$ cat src/rtl/fetch_sequencer_pkg.sv
// Shared types and constants for the instruction fetch sequencer.
package fetch_sequencer_pkg;

    localparam int PC_W    = 30;
    localparam int INSTR_W = 32;
    localparam int IMM_W   = 16;
    localparam int JT_W    = 26;

    typedef enum logic [2:0] {
        ST_IDLE,
        ST_REQ,
        ST_HOLD,
        ST_DRAIN,
        ST_ERR
    } fetch_state_t;

    function automatic logic [INSTR_W-1:0] byte_addr(input logic [PC_W-1:0] word_pc);
        return {word_pc, 2'b00};
    endfunction

endpackage

$ cat src/rtl/fetch_next_pc.sv
// Next-PC arithmetic: sequential increment plus branch/jump redirect target select.
module fetch_next_pc
    import fetch_sequencer_pkg::*;
(
    input  logic [PC_W-1:0]  pc,
    input  logic             branch,
    input  logic             zero,
    input  logic             jump,
    input  logic [PC_W-1:0]  res_pc,
    input  logic [IMM_W-1:0] br_imm,
    input  logic [JT_W-1:0]  jmp_target,
    output logic [PC_W-1:0]  pc_inc,
    output logic             redirect,
    output logic [PC_W-1:0]  redirect_pc
);

    logic [PC_W-1:0] res_inc;
    logic [PC_W-1:0] br_pc;
    logic [PC_W-1:0] jmp_pc;

    // NOTE: every output is assigned before any branch, so no latch can be inferred.
    always_comb begin
        pc_inc      = pc + PC_W'(1);
        res_inc     = res_pc + PC_W'(1);
        br_pc       = res_inc + {{(PC_W-IMM_W){br_imm[IMM_W-1]}}, br_imm};
        jmp_pc      = {res_inc[PC_W-1:JT_W], jmp_target};
        redirect    = jump | (branch & zero);
        redirect_pc = jump ? jmp_pc : br_pc;
    end

endmodule

$ cat src/rtl/fetch_sequencer.sv
// Instruction fetch sequencer: one outstanding imem request, decode handshake,
// redirect/squash of wrong-path fetches and a sticky memory-timeout watchdog.
module fetch_sequencer
    import fetch_sequencer_pkg::*;
#(
    parameter logic [PC_W-1:0] RESET_PC   = '0,
    parameter int              WAIT_LIMIT = 16
) (
    input  logic               clk,
    input  logic               rst_n,
    output logic               imem_req,
    output logic [31:0]        imem_addr,
    input  logic               imem_ready,
    input  logic [INSTR_W-1:0] imem_rdata,
    output logic [INSTR_W-1:0] instr,
    output logic [PC_W-1:0]    instr_pc,
    output logic               instr_valid,
    input  logic               instr_accept,
    input  logic               branch,
    input  logic               zero,
    input  logic               jump,
    input  logic [PC_W-1:0]    res_pc,
    input  logic [IMM_W-1:0]   br_imm,
    input  logic [JT_W-1:0]    jmp_target,
    output logic               fetch_err
);

    localparam int CNT_W = $clog2(WAIT_LIMIT + 1);

    fetch_state_t    state;
    logic [PC_W-1:0] pc;
    logic [31:0]     drain_addr;
    logic [CNT_W-1:0] wait_cnt;

    logic            redirect;
    logic [PC_W-1:0] redirect_pc;
    logic [PC_W-1:0] pc_inc;
    logic            timeout;

    fetch_next_pc u_next_pc (
        .pc          (pc),
        .branch      (branch),
        .zero        (zero),
        .jump        (jump),
        .res_pc      (res_pc),
        .br_imm      (br_imm),
        .jmp_target  (jmp_target),
        .pc_inc      (pc_inc),
        .redirect    (redirect),
        .redirect_pc (redirect_pc)
    );

    // The in-flight request keeps its original address while a redirect drains it.
    assign imem_addr = (state == ST_DRAIN) ? drain_addr : byte_addr(pc);
    assign timeout   = imem_req && !imem_ready && (wait_cnt == CNT_W'(WAIT_LIMIT - 1));

    // NOTE: sequential state uses non-blocking assignments so every register samples pre-edge values.
    always_ff @(posedge clk) begin
        if (!rst_n) begin
            state       <= ST_IDLE;
            pc          <= RESET_PC;
            imem_req    <= 1'b0;
            drain_addr  <= '0;
            instr       <= '0;
            instr_pc    <= '0;
            instr_valid <= 1'b0;
            fetch_err   <= 1'b0;
            wait_cnt    <= '0;
        end else begin
            if (imem_req) begin
                wait_cnt <= imem_ready ? '0 : wait_cnt + CNT_W'(1);
            end

            unique case (state)
                ST_IDLE: begin
                    state    <= ST_REQ;
                    imem_req <= 1'b1;
                    if (redirect) pc <= redirect_pc;
                end
                ST_REQ: begin
                    if (timeout) begin
                        state     <= ST_ERR;
                        fetch_err <= 1'b1;
                        imem_req  <= 1'b0;
                    end else if (redirect) begin
                        pc <= redirect_pc;
                        if (!imem_ready) begin
                            state      <= ST_DRAIN;
                            drain_addr <= byte_addr(pc);
                        end
                    end else if (imem_ready) begin
                        instr       <= imem_rdata;
                        instr_pc    <= pc;
                        instr_valid <= 1'b1;
                        pc          <= pc_inc;
                        imem_req    <= 1'b0;
                        state       <= ST_HOLD;
                    end
                end
                ST_HOLD: begin
                    if (redirect || instr_accept) begin
                        instr_valid <= 1'b0;
                        imem_req    <= 1'b1;
                        state       <= ST_REQ;
                        if (redirect) pc <= redirect_pc;
                    end
                end
                ST_DRAIN: begin
                    if (timeout) begin
                        state     <= ST_ERR;
                        fetch_err <= 1'b1;
                        imem_req  <= 1'b0;
                    end else begin
                        if (redirect)   pc    <= redirect_pc;
                        if (imem_ready) state <= ST_REQ;
                    end
                end
                ST_ERR: begin
                    imem_req    <= 1'b0;
                    instr_valid <= 1'b0;
                end
                default: begin
                    state    <= ST_IDLE;
                    imem_req <= 1'b0;
                end
            endcase
        end
    end

endmodule
$ cat config.mk
export PLATFORM = sky130hd
export DESIGN_NAME = fetch_sequencer
export DESIGN_NICKNAME = d
export VERILOG_FILES = /design/src/rtl/fetch_sequencer_pkg.sv /design/src/rtl/fetch_next_pc.sv /design/src/rtl/fetch_sequencer.sv
export SDC_FILE = /design/constraint.sdc
export NUM_CORES = 1
export LEC_CHECK = 0
export CORE_MARGIN = 1
export CORE_UTILIZATION = 45
export CTS_CLUSTER_SIZE = 12
export DETAILED_ROUTE_END_ITERATION = 6
export PLACE_DENSITY = 0.82
export SYNTH_ARGS = -nofsm -noshare
export SYNTH_HDL_FRONTEND = slang
export SYNTH_HIERARCHICAL = 1
export SYNTH_SLANG_ARGS = --single-unit
$ cat constraint.sdc
create_clock -name clk -period 4.1 [get_ports clk]
set_input_delay 0.615 -clock clk [delete_from_list [all_inputs] [get_ports clk]]
set_output_delay 0.615 -clock clk [all_outputs]
set_load 0.05 [all_outputs]
==> results by stage, run 1 <==
Floorplanning:
- The area of the core is 19530 sq um.
- For this configuration, the core starts out at a cell density of 46.06%.
- The x dimension of the die is 143.4 um.
- From bottom edge to top edge, the die measures 143.4 um.
- For this design the top-level I/O count stands at 208.
- The floorplan has 51 rows.
- The die footprint is 20560 sq um.

Setup path:
- Of all nets on the critical path, the largest fanout is 3.
- The critical path is of the input pin to flip-flop type.
- The biggest cell delay along the critical path is 0.50 ns.
- The kind of start point of the critical path is an input pin.
- The worst setup path is captured at a flip-flop.
- For this design, the slowest cell found on the critical path is clkdlybuf4s50_1.
- The critical path goes through clkdlybuf4s50_1, nand4_2, buf_4, buf_4, nor2_1, and4_4, nand3_2, xnor2_2, ha_1, and4_1, nand3_1, or4_4, o211ai_1, o21ai_0, mux2i_1, o22ai_1, mux2i_1, nand2_1, o211a_1.
- Data arrives at the worst endpoint at 4.18 ns.
- At the worst endpoint, the required time is 4.40 ns.

Routing:
- The final route contains 8781 vias.
- The number of design-rule violations left by the first detailed-router iteration is 509.
- The first TritonRoute pass finished after 7 iterations.
- Once detail routing completed, the nets flagged for antenna violations numbered 0.
- After detailed routing, the average wire length per cell comes to 15.07 um.
- The average via count per standard cell is 5.325.
- After detailed routing, the number of remaining DRC violations is 1.
- The routed design has 24860 um of wire.

Clock tree:
- The number of buffers created by CTS is 17.
- The clock tree root buffer cell is clkbuf_16.
- Counting along the longest clock path gives a buffer depth of 2.
- The TritonCTS clock tree is yes.
- The number of clock sinks is 133.
- The number of levels the H-tree was split into is 4.
- After clock tree synthesis, the clock-pin slew on the worst setup and hold paths is 0.06 ns.
- Clock latency on the worst-skew pair, taken at its later pin, is 0.41 ns.

Synthesis:
- After synthesis, the largest family of logic cells by area is simple AND/OR/NAND/NOR gates.
- After synthesis the netlist holds a flip-flop and latch count of 133.
- The synthesized netlist devotes 21.30% of its cell area to compound gates.
- After Yosys synthesis, and, or, nand and nor cells account for 23.25% of the synthesized area.
- The biggest area contributor in the post-synthesis netlist is dfxtp_1.
- A synthesized cell averages 8.044 sq um.
- The top flip-flop cell by instance count after synthesis is dfxtp_1.
- After technology mapping, the gate count stands at 1118.
- The number of flops mapped to enable cells by yosys is 0.
- Of the post-synthesis cell area, the part taken by muxes is 8.027%.
- In this run the biggest area consumer among cell types represents 29.60% of the synthesized area.
- The summed instance area of the synthesized netlist is 8994 sq um.
- The post-synthesis xor/xnor area fraction is 7.499%.
- The number of warnings reported in the yosys synthesis log is 6.
- Summing the areas of all fa, ha and maj instances in the mapped netlist gives 5.509% of the synthesized area.
- The count of distinct cell types in the synthesized netlist is 72.
- By area the synthesized netlist is led by dfxtp_1, nand2_1, ha_1.
- Of all flip-flops after synthesis, the portion carrying an async set or reset was 0%.
- The share of the yosys chip area belonging to registers is 29.60%.

Power and ir drop:
- Of the total power, registers draw 34.6%.
- The net switching power figure is 1.335 mW.
- The leakage power total is 4.978 nW.
- The switching part of the total is 31.59%.
- The maximum ir drop on the vdd rail is 0.0003354 V.
- Combinational logic burns 29.0% of the power.
- The total power draw is 4.225 mW.
- The power per unit of standard cell area is 340.8 nW/um^2.
- The clock network fraction of total power is 36.4%.
- The internal portion of total power is 2.890 mW.

Run:
- Across the run, the number of max-cap violations was 0.

Placement:
- The number of I/O port buffers is 205.
- Detailed placement ended at an HPWL of 18180 um.
- Routability-driven placement finished with a final weighted congestion of 0.9110.

Global routing:
- The first global-routing pass estimated 40010 um of wire.
- The maximum number of pins on one net before global-route repair is 133.
- The number of global-route vias before repair is 8424.
- The number of antenna violations at the first check in global routing is 0.
- The total grt overflow is 0.
- In the global route stage, overall resource usage came out at 24.24%.

Timing:
- The final-report hold violation count is 0.
- The final hold slack is 0.4509 ns.
- The final count of pins violating max slew came to 0.
- The final worst clock skew is 0.009179 ns.
- Based on the critical path, the design can be clocked at up to 0.2577 GHz.
- The post-route fraction of the period consumed by the critical path is 94.66%.
- Measured against its own limit, the worst slew margin works out to 24.20%.
- The final setup violation count is 0.
- The actual transition at the worst max-transition pin is 1.137 ns.
- The setup total negative slack is 0 ns.
- The worst path needs 3.881 ns of the cycle, external delays included.

Outcome:
- The flow ran to the end, but the final reports show violations.
- The checks that failed: DRC.

Finish:
- The final core area utilization is 63.49%.
- The number of antenna repair diodes is 0.
- The number of nets at the end of the flow is 1521.
- The share of cells above drive strength 1 is 13.73%.
- The synthesis-to-finish area growth is 37.85%.

Worst hold path:
- The min-delay analysis places its worst path in the category flip-flop to flip-flop.
[final cells by class]
class,instances,area [sq um]
multi-input combinational,905,5967
timing repair buffer,298,2778
clock inverter,13,156.4
fill,1735,7128
sequential,133,2663
inverter,16,60.06
tap,265,331.6
clock buffer,19,442.9
[worst max-delay path: cells and delay by family]
family / cells / cell delay [ns]
simple gates: 8 / 1.40
buf+inv: 3 / 0.80
compound gates: 4 / 0.58
mux: 2 / 0.31
fa+ha+maj: 1 / 0.31
xor+xnor: 1 / 0.15
[layer usage]
metal / wire length [um] / GRT usage, % / vias up
met5: 0 / 0 / -
met4: 476 / 7.223 / 0
met3: 1029 / 3.799 / 29
met2: 12500 / 43.20 / 205
met1: 10850 / 29.84 / 4131
li1: - / - / 4416
[state kept, by name (all words and copies together), names as in the netlist]
signal	cells
fetch_err	1
imem_req	1
wait_cnt	5
pc	30
state	3
instr_pc	30
instr	32
drain_addr	30
instr_valid	1
[power groups by stage]
stage	Combinational, mW	Clock, mW	Sequential (mW)
floorplan	0.729	0	1.51
global placement	1.20	0	1.48
detailed placement	1.21	0	1.49
CTS	1.22	1.57	1.46
global route	1.32	1.63	1.47
finish	1.22	1.54	1.46
[kinds of logic (layout without fill, tap and decap cells)]
family,Yosys count,after routing
and+or+nand+nor,453,453
AOI/OAI and AO/OA,266,266
DFF,133,133
buffers and inverters,81,346
xor gates and xnor gates,77,77
muxes,68,68
adders and majority gates,39,39
other,1,2
[cells in the mapped netlist, types with 3 or more instances]
master    instances
a211oi_1          7
a21boi_0         63
a21boi_1         30
a21o_1           10
a21oi_1          39
a31oi_1           6
and2_1            5
and3_1           14
and4_1            7
buf_2            16
buf_4             5
buf_6            11
clkbuf_1         30
clkbuf_2          3
dfxtp_1         133
ha_1             38
inv_1            15
mux2_2           33
mux2i_1          35
nand2_1         290
nand2b_1          8
nand3_1          22
nand4_1          19
nor2_1           38
nor2b_1           6
nor3_1           10
nor3_2            3
nor3b_1           6
o211a_1          31
o211ai_1          3
o21a_1            7
o21ai_0          36
o21ai_1           7
o21bai_1          6
o22ai_1           4
o31ai_1           3
or3_1             5
xnor2_1          49
xor2_1           28
[path summary, 6_finish.rpt]
| check | startpoint | endpoint | slack [ns] | cells past startpoint |
|---|---|---|---|---|
| worst min register to register | drain_addr[3]$_SDFFE_PN0P_ | drain_addr[3]$_SDFFE_PN0P_ | 0.45 | 2 |
| worst max-delay path | res_pc[9] | pc[28]$_SDFFE_PN0P_ | 0.22 | 19 |
| worst min-delay path | drain_addr[3]$_SDFFE_PN0P_ | drain_addr[3]$_SDFFE_PN0P_ | 0.45 | 2 |
| worst max register to register | pc[1]$_SDFFE_PN0P_ | pc[28]$_SDFFE_PN0P_ | 1.27 | 11 |
[through the flow]
| stage | area [sq um] | setup WS, ns | std cells |
|---|---|---|---|
| after CTS | 12350 | 0.2046 | 1648 |
| after detailed placement | 11750 | -0.2101 | 1616 |
| after global routing | 12400 | -0.003772 | 1649 |
| final | 12400 | 0.2190 | 1649 |
| after global placement | 11750 | -0.1283 | 1616 |
| after floorplan | 8997 | 0.2928 | 1119 |
[what timing repair did]
item                       4_1_cts  5_1_grt
hold buffers                     0        0
gates resized for setup          0       11
setup endpoints to repair        0        6
setup buffers                    0        1
[cells in the final DEF (no fill, tap or decap), drive strengths merged, types with 35 or more instances in the layout]
master and instances:
dfxtp 133, a21oi 39, mux2i 35, nand2 290, a21boi 93, xnor2 49, o21ai 43, clkdlybuf4s50 202
buf 94, ha 38, nor2 38
Power figures use the tool's default switching activity.
==> inputs of run 2 (changes only) <==
- CTS_CLUSTER_DIAMETER: not set -> 40
- TNS_END_PERCENT: not set -> 5
- clock period: 4.1 -> 3.6 ns (I/O delays scaled with it)
==> results by stage, run 2 (synthesis results as in run 1) <==
Floorplanning:
- The count of pins on the block boundary came to 208 (unchanged).
- The area of the core was 19530 sq um (unchanged).
- The die footprint was 20560 sq um (unchanged).
- The initial core utilization is 46.06% (unchanged).
- The x dimension of the die came to 143.4 um (unchanged).
- The number of rows in the core area came to 51 (unchanged).
- The die span in y is 143.4 um (unchanged).

Finish:
- The register name with the most flops is instr (unchanged).
- The number of flip-flops under the largest register name is 32 (unchanged).
- The share of cells above drive strength 1 is 20.63% (was 13.73%).
- The final core area utilization came to 66.87% (was 63.49%).
- Most frequent cells in the layout: nand2_1, clkdlybuf4s50_1, buf_4, dfxtp_1, a21boi_0 (was nand2_1, clkdlybuf4s50_1, dfxtp_1, buf_4, a21boi_0).
- The sequential standard cell area is 2663 sq um (unchanged).
- The area of the multi-input gates was 6160 sq um (was 5967 sq um).
- The synthesis-to-finish area growth is 45.19% (was 37.85%).
- The number of antenna repair diodes came to 0 (unchanged).
- The fill cell total of the finished layout is 1576 (was 1735).
- The most common library cell in the layout ignoring fill and taps is nand2_1 (unchanged).
- The number of nets at the end of the flow was 1586 (was 1521).

Clock tree:
- The clock-pin slew reported for the worst setup and hold paths after clock tree synthesis was 0.06 ns (about the same).
- The TritonCTS clock tree is yes (unchanged).
- The number of buffers created by CTS came to 17 (unchanged).
- The clock tree root buffer cell is clkbuf_16 (unchanged).
- The deepest clock path buffer count is 2 (unchanged).
- The number of levels the H-tree was split into is 4 (unchanged).
- The number of clock sinks is 133 (unchanged).
- The quantity of hold-fixing buffers added after cts came to 0 (unchanged).
- The clock latency on the worst-skew pair is 0.41 ns (about the same).

Global routing:
- The total routing usage reported by global routing is 24.45% (was 24.24%).
- The number of antenna violations at the first check in global routing was 0 (unchanged).
- The total grt overflow is 0 (unchanged).
- The first-pass GRT wire length is 40340 um (was 40010 um).
- The maximum number of pins on one net before global-route repair is 103 (was 133).
- The number of global-route vias before repair is 8530 (was 8424).

Timing:
- Based on the critical path, the design can be clocked at up to 0.2865 GHz.
- The final hold slack was 0.4505 ns (was 0.4509 ns).
- The final worst clock skew is 0.01039 ns (was 0.009179 ns).
- The final-report hold violation count is 0 (unchanged).
- The headroom to the max-slew limit is 41.71% (was 24.20%).
- The actual transition at the worst max-transition pin is 0.8743 ns (was 1.137 ns).
- The final critical delay including setup and external delays is 3.490 ns.
- Dividing the final minimum period by the clock period gives 96.94%.
- The final setup violation count is 0 (unchanged).
- The final count of pins violating max slew is 0 (unchanged).

Setup path:
- The data required time of the critical path is 3.90 ns (was 4.40 ns).
- The arrival time reported for the critical path endpoint is 3.79 ns (was 4.18 ns).
- The critical path capture point type is a flip-flop (unchanged).
- The maximum fanout along the worst path is 3 (unchanged).
- The worst-case reg-to-reg path depth is 12 (was 11).
- The critical path class is input pin to flip-flop (unchanged).
- The worst setup slack for register-to-register paths is 0.91 ns (was 1.27 ns).
- The critical register-to-register path endpoint is pc[26]$_SDFFE_PN0P_ (was pc[28]$_SDFFE_PN0P_).
- The biggest cell delay along the critical path is 0.41 ns (was 0.50 ns).
- The origin of the critical flop-to-flop path was pc[1]$_SDFFE_PN0P_ (unchanged).
- The buffers plus inverters on the worst setup path is 2 (was 3).
- The kind of start point of the critical path was an input pin (unchanged).
- The kind of cell with the highest combined delay on the critical path was simple AND/OR/NAND/NOR gates (unchanged).
- The cell with the biggest individual delay on the critical path is or4_1 (was clkdlybuf4s50_1).
- CP Cell Sequence: dlygate4sd2_1, nand2_2, buf_4, nor2_1, and4_4, nand4_1, xnor2_2, ha_1, and4_1, nand3_2, or4_1, o211ai_1, a31oi_1, xor2_1, o21ai_1, mux2i_1, nand2_1, o211a_1 (was clkdlybuf4s50_1, nand4_2, buf_4, buf_4, nor2_1, and4_4, nand3_2, xnor2_2, ha_1, and4_1, nand3_1, or4_4, o211ai_1, o21ai_0, mux2i_1, o22ai_1, mux2i_1, nand2_1, o211a_1).

Routing:
- The final wirelength is 26230 um (was 24860 um).
- The antenna violation net count after detailed routing is 0 (unchanged).
- The number of optimization iterations in the first detailed-route pass is 5 (was 7).
- The average via count per standard cell was 5.349 (was 5.325).
- The number of design-rule violations left by the first detailed-router iteration is 568 (was 509).
- The count of unresolved DRC violations after routing is 0 (was 1).
- The average detailed-routed wire length per instance is 15.30 um (was 15.07 um).
- The number of vias after detailed routing is 9168 (was 8781).

Worst hold path:
- The capture endpoint of the worst hold path is drain_addr[9]$_SDFFE_PN0P_ (was drain_addr[3]$_SDFFE_PN0P_).
- The kind of path behind the tightest hold check is flip-flop to flip-flop (unchanged).
- The launch instance of the worst min-delay path is drain_addr[9]$_SDFFE_PN0P_ (was drain_addr[3]$_SDFFE_PN0P_).
- The number of stages on the worst hold path is 2 (unchanged).

Outcome:
- Result of the run: complete, no violations (was finished, violations left).

Run:
- The count of max-cap constraint violations is 0 (unchanged).

Power and ir drop:
- The power per unit of standard cell area was 378.1 nW/um^2 (was 340.8 nW/um^2).
- The maximum ir drop on the vdd rail was 0.0003976 V (was 0.0003354 V).
- The total power draw came to 4.937 mW (was 4.225 mW).
- The leakage power total came to 5.443 nW (was 4.978 nW).

Placement:
- The final HPWL from detailed placement is 18570 um (was 18180 um).
- The weighted congestion reported at the end of routability-driven placement is 0.9327 (was 0.9110).
- The number of I/O port buffers came to 205 (unchanged).
==> run 2: changes by cell type in the layout (fill, tap and decap cells not counted), moves of 5 or more <==
cell             before  now
o21ai_0              35   30
nand2_2               1    6
nand2_1             289  284
buf_4                92  168
clkdlybuf4s50_1     202  173
o21ai_1               8   13
==> run 2: worst min-delay path, cell delays in order, from the launching register on <==
cell	delay, ns
dfxtp_1	0.30
nand2_1	0.05
a21boi_1	0.05
==> run 2: layout make-up <==
cell class	instances	area share (%)
repair buffers	363	24.77
clock buffers	20	3.498
well taps	265	2.539
flip-flops and latches	133	20.39
clock inverters	12	1.169
inverters	16	0.4599
multi-input cells	905	47.17
==> run 2: worst max path at each step <==
stage,startpoint,to,slack [ns],cells past startpoint
2_1_floorplan,res_pc[15],pc[27]$_SDFFE_PN0P_,0.02,17
3_3_place_gp,res_pc[7],pc[27]$_SDFFE_PN0P_,-0.50,17
3_5_place_dp,res_pc[7],pc[27]$_SDFFE_PN0P_,-0.56,17
4_1_cts,res_pc[14],pc[29]$_SDFFE_PN0P_,0.003,18
5_1_grt,res_pc[18],pc[29]$_SDFFE_PN0P_,-0.06,17
6_report,res_pc[10],pc[24]$_SDFFE_PN0P_,0.11,18
==> run 2: timing repair <==
item,CTS,global route
setup buffers,6,9
resized for setup,32,49
endpoints found under the setup margin,9,12
pin swaps,28,36
==> run 2: where the power goes <==
part / internal, mW / switching [mW]
Sequential: 1.55 / 0.110
Clock: 1.13 / 0.653
Combinational: 0.704 / 0.797
==> run 2: metrics by stage <==
step | instance area (sq um) | setup TNS [ns] | setup slack (ns) | cells
global route | 13060 | -0.2437 | -0.06020 | 1714
global placement | 12120 | -5.839 | -0.4967 | 1667
CTS | 12830 | 0 | 0.002971 | 1705
detailed placement | 12120 | -7.047 | -0.5572 | 1667
floorplan | 9006 | 0 | 0.01673 | 1119
finish | 13060 | 0 | 0.1101 | 1714
==> run 2: per-layer routing <==
metal,global-route usage (%),vias to the layer above,wire length [um]
met5,0,-,0
met4,9.518,0,715
met3,3.799,47,1139
met2,42.49,258,12980
met1,30.17,4315,11400
li1,-,4548,-
